===== config.mk =====
export PLATFORM = sky130hd
export DESIGN_NAME = fpga_mbox_sram_arb
export DESIGN_NICKNAME = d
export VERILOG_FILES = /design/src/rtl/fpga_mbox_sram_arb.sv
export SDC_FILE = /design/constraint.sdc
export NUM_CORES = 1
export LEC_CHECK = 0
export ABC_AREA = 1
export CAP_MARGIN = 20
export CORE_AREA = 5 5 109 111
export DETAILED_ROUTE_END_ITERATION = 7
export DIE_AREA = 0 0 114 116
export PLACE_DENSITY = 0.74
export REMOVE_ABC_BUFFERS = 1
export SETUP_SLACK_MARGIN = 0.2
export SYNTH_ARGS = -nofsm -noshare
export SYNTH_HDL_FRONTEND = slang
export SYNTH_SLANG_ARGS = --single-unit
export TNS_END_PERCENT = 10

===== constraint.sdc =====
create_clock -name core_clk -period 2.05 [get_ports core_clk]
set_input_delay 0.41 -clock core_clk [delete_from_list [all_inputs] [get_ports core_clk]]
set_output_delay 0.41 -clock core_clk [all_outputs]
set_load 0.03 [all_outputs]

===== src/rtl/fpga_mbox_sram_arb.sv =====
// Mailbox SRAM arbiter: zero-sweeps DEPTH words after reset, then shares the port with Caliptra at absolute priority.
// SRAM drive is combinational; debug reads respond one cycle after accept; debug stalls whenever Caliptra selects.
module fpga_mbox_sram_arb #(
  parameter int ADDR_W       = 15,
  parameter int DATA_W       = 39,
  parameter int DEPTH        = 32768,
  parameter int STARVE_LIMIT = 256
) (
  input  logic              core_clk,
  input  logic              rst,
  input  logic              cptra_cs,
  input  logic              cptra_we,
  input  logic [ADDR_W-1:0] cptra_addr,
  input  logic [DATA_W-1:0] cptra_wdata,
  output logic [DATA_W-1:0] cptra_rdata,
  input  logic              dbg_req_valid,
  output logic              dbg_req_ready,
  input  logic              dbg_req_we,
  input  logic [ADDR_W-1:0] dbg_req_addr,
  input  logic [DATA_W-1:0] dbg_req_wdata,
  output logic              dbg_rsp_valid,
  output logic [DATA_W-1:0] dbg_rsp_rdata,
  output logic              sram_cs,
  output logic              sram_we,
  output logic [ADDR_W-1:0] sram_addr,
  output logic [DATA_W-1:0] sram_wdata,
  input  logic [DATA_W-1:0] sram_rdata,
  output logic              init_done,
  output logic              init_collision,
  output logic              starve
);

  localparam int CNT_W = $clog2(STARVE_LIMIT + 1);
  localparam logic [ADDR_W-1:0] LAST_ADDR = ADDR_W'(DEPTH - 1);
  localparam logic [CNT_W-1:0]  LIMIT     = CNT_W'(STARVE_LIMIT);

  typedef enum logic {S_INIT, S_ARB} state_t;

  state_t            state_q, state_d;
  logic [ADDR_W-1:0] sweep_addr_q, sweep_addr_d;
  logic              collision_q, collision_d;
  logic [CNT_W-1:0]  starve_cnt_q, starve_cnt_d;
  logic              rsp_pend_q, rsp_pend_d;

  always_ff @(posedge core_clk or posedge rst) begin
    if (rst) begin
      state_q      <= S_INIT;
      sweep_addr_q <= '0;
      collision_q  <= 1'b0;
      starve_cnt_q <= '0;
      rsp_pend_q   <= 1'b0;
    end else begin
      state_q      <= state_d;
      sweep_addr_q <= sweep_addr_d;
      collision_q  <= collision_d;
      starve_cnt_q <= starve_cnt_d;
      rsp_pend_q   <= rsp_pend_d;
    end
  end

  always_comb begin
    state_d       = state_q;
    sweep_addr_d  = sweep_addr_q;
    collision_d   = collision_q;
    starve_cnt_d  = starve_cnt_q;
    rsp_pend_d    = 1'b0;
    sram_cs       = 1'b0;
    sram_we       = 1'b0;
    sram_addr     = '0;
    sram_wdata    = '0;
    dbg_req_ready = 1'b0;

    case (state_q)
      S_INIT: begin
        sram_cs      = 1'b1;
        sram_we      = 1'b1;
        sram_addr    = sweep_addr_q;
        sweep_addr_d = sweep_addr_q + 1'b1;
        if (sweep_addr_q == LAST_ADDR) begin
          state_d      = S_ARB;
          sweep_addr_d = '0;
        end
        // Caliptra should still be held off here; flag it rather than corrupt the sweep.
        if (cptra_cs) collision_d = 1'b1;
      end
      S_ARB: begin
        if (cptra_cs) begin
          sram_cs    = 1'b1;
          sram_we    = cptra_we;
          sram_addr  = cptra_addr;
          sram_wdata = cptra_wdata;
        end else begin
          dbg_req_ready = 1'b1;
          if (dbg_req_valid) begin
            sram_cs    = 1'b1;
            sram_we    = dbg_req_we;
            sram_addr  = dbg_req_addr;
            sram_wdata = dbg_req_wdata;
            rsp_pend_d = !dbg_req_we;
          end
        end
        if (dbg_req_valid && !dbg_req_ready) begin
          if (starve_cnt_q != LIMIT) starve_cnt_d = starve_cnt_q + 1'b1;
        end else if (dbg_req_valid) begin
          starve_cnt_d = '0;
        end
      end
      default: state_d = S_INIT;
    endcase

    // Keep every output quiet while reset is held.
    if (rst) begin
      sram_cs       = 1'b0;
      sram_we       = 1'b0;
      sram_addr     = '0;
      sram_wdata    = '0;
      dbg_req_ready = 1'b0;
    end
  end

  assign cptra_rdata    = rst ? '0 : sram_rdata;
  assign dbg_rsp_valid  = rsp_pend_q;
  assign dbg_rsp_rdata  = rsp_pend_q ? sram_rdata : '0;
  assign init_done      = (state_q == S_ARB);
  assign init_collision = collision_q;
  assign starve         = (starve_cnt_q == LIMIT);

endmodule


==> flow_summary.json <==
{
  "vias": 4667,
  "die_y_um": 116,
  "synth_seq_cells": 27,
  "p_int_w": 0.00110,
  "firstDrtPassIters": 5,
  "slew_headroom": 0.771,
  "seq_area_frac_synth": 0.220,
  "nNetsFinal": 1019,
  "syn_inst": 541,
  "status": "complete, no violations",
  "routed_wl_um": 16700,
  "ant_nets": 0,
  "arrival_ps": 1500,
  "fin_util": 0.628,
  "num_rows": 38,
  "cts_tree": "built",
  "slew_viol_final": 0,
  "synth_warnings": 0,
  "holdWs_ps": 196,
  "post_synth_instance_area_mm2": 0.00308,
  "antenna_found_initial": 0,
  "overflow": 0,
  "clk_path_buf_depth": 2,
  "place_congestion": 0.985,
  "crit_type": "flip-flop to output pin",
  "combPwrFrac": 0.466,
  "worstHoldPathType": "input pin to async pin",
  "vias_per_cell": 4.66,
  "p_per_area_mw_per_mm2": 237,
  "p_clk_frac": 0.199,
  "p_switching_w": 0.000490,
  "drc_errors": 0,
  "finalPower_w": 0.00159,
  "synth.avg_cell_area_um2": 5.68,
  "area_delta_synth_final_pct": 118,
  "setup_tns_ps": 0,
  "htreeDepth": 1,
  "cts_buffers": 3,
  "core_area_mm2": 0.0107,
  "grt_pass1_wl_um": 24200,
  "place_inst": 974,
  "fin_skew_ps": 7.05,
  "dr.first_iter.drc_count": 359,
  "hold_viol": 0,
  "grt_use_total": 0.229,
  "fin_crit_ps": 1910,
  "max-vdd-ir-drop_mv": 0.213,
  "fp.dieArea_mm2": 0.0132,
  "pwr-share-seq": 0.335,
  "cp-end-kind": "output pin",
  "clock_sinks": 27,
  "reg2regPathDepth": 7,
  "clk-insertion-delay-late_ps": 280,
  "switching_share": 0.308,
  "n_antenna_cell": 0,
  "wl_per_cell_um": 16.7,
  "grt_setup_unrepaired": "yes",
  "start_util": 0.287,
  "drive_above_1_share": 0.256,
  "grt_max_degree": 48,
  "fin_crit_sh": 0.929,
  "clock-root-buffer": "clkbuf_8",
  "p_leak_nw": 3.56,
  "cap_violations": 0,
  "path_max_fanout": 12,
  "pin_count": 292,
  "startpoint_type": "flip-flop",
  "fin_cells": 1002,
  "synth.distinct_cells": 31,
  "place_hpwl_um": 13600,
  "first_global_vias": 4439,
  "worstPathRequired_ps": 1640,
  "worst_slew_pin_slew_ps": 344,
  "cts.clk_slew.worst_paths_ps": 100,
  "io_buffers": 291,
  "die_w_um": 114,
  "fmax_mhz": 525,
  "finalSetupViolCount": 0
}
-- stage by stage --
step | worst slack (ps) | cell area (um^2)
global route | 99.6 | 6720
global placement | -254 | 6250
detailed placement | -292 | 6250
CTS | 173 | 6500
finish | 145 | 6720
floorplan | -1260 | 2910
-- final timing paths --
path,from,end,slack (ps)
max,init_done,sram_addr[12],140
min in group core_clk,init_collision,init_collision,500
min,rst,sweep_addr_q[10],200
max reg2reg,init_done,sweep_addr_q[11],510
min reg2reg,init_collision,init_collision,500
max in group asynchronous,rst,dbg_rsp_valid,1510
-- registers in the layout (all words and copies together), names as in the netlist --
| register | count |
|---|---|
| starve_cnt_q | 9 |
| init_done | 1 |
| dbg_rsp_valid | 1 |
| sweep_addr_q | 15 |
| init_collision | 1 |
-- synthesized netlist by cell type (all sizes together) --
master / instances / area (um^2)
or2: 1 / 6.26
clkbuf: 8 / 30.0
nand3: 21 / 120
xor2: 2 / 17.5
a21oi: 27 / 135
nand4: 7 / 43.8
a31oi: 2 / 12.5
xnor2: 3 / 26.3
o21bai: 3 / 22.5
a22oi: 41 / 308
inv: 111 / 417
nor2: 106 / 428
a211oi: 1 / 7.51
dfrtp: 27 / 676
o21ai: 24 / 120
nand2: 124 / 473
buf: 24 / 136
ha: 3 / 37.5
nand3b: 1 / 7.51
nor3: 5 / 51.3
-- cell type report --
cell class,instances,area (um^2)
multi-input cells,371,1920
well taps,140,175
repair buffers,349,3470
inverters,111,419
clock buffers,3,41.3
fillers,938,3980
flip-flops and latches,27,678
clock inverters,1,7.51
-- power groups by stage --
stage	combinational [W]	sequential, W	clock (W)
after global routing	0.000787	0.000532	0.000344
after floorplan	0.000203	0.000543	0
final	0.000741	0.000532	0.000317
after global placement	0.000693	0.000543	0
after detailed placement	0.000701	0.000543	0
after CTS	0.000726	0.000532	0.000316
-- per-layer routing --
layer  track usage  wire length [um]
met5             0                 0
met3        0.0339              1020
met1         0.282              6680
met2         0.420              8610
met4        0.0554               422
-- cell usage in the layout, fill, tap and decap left out, types with 3 or more instances in the layout --
master,synthesis,final
nand4_1,7,7
dfrtp_1,27,25
nor2_4,3,3
o21ai_1,1,5
nand3_2,3,4
nor2_1,100,88
buf_12,0,24
buf_16,0,3
clkbuf_8,0,3
inv_2,3,4
buf_4,3,124
buf_6,2,8
o21ai_0,23,19
ha_1,3,3
buf_8,0,3
nor3_2,3,3
nand2_2,3,6
clkdlybuf4s50_1,0,150
a22oi_2,0,3
inv_1,108,106
xnor2_1,3,3
dlygate4sd2_1,0,31
a21oi_1,27,23
nor2_2,3,15
a21oi_2,0,4
a22oi_1,41,38
o21bai_1,3,3
nand2_1,121,117
nand3_1,18,17
-- timing repair --
item,4_1_cts,5_1_grt
hold buffers,0,0
pin swaps,7,6
buffers inserted,6,14
setup endpoints to repair,92,118
resized for setup,79,28
gates cloned,3,1
-- worst max-delay path, stage by stage, from the launching register on --
cell and delay (ps):
dfrtp_2 520, buf_6 190, nor2_2 60, a211oi_2 160, buf_4 170, buf_12 110
-- logic make-up after synthesis --
kind of cell | count (synthesis) | share of synthesized area
simple gates | 265 | 0.367
flops | 27 | 0.220
fa+ha+maj | 3 | 0.0122
buf+inv | 143 | 0.190
xor+xnor | 5 | 0.0142
compound gates | 98 | 0.197
No activity file was read; power rests on OpenSTA's default activity.
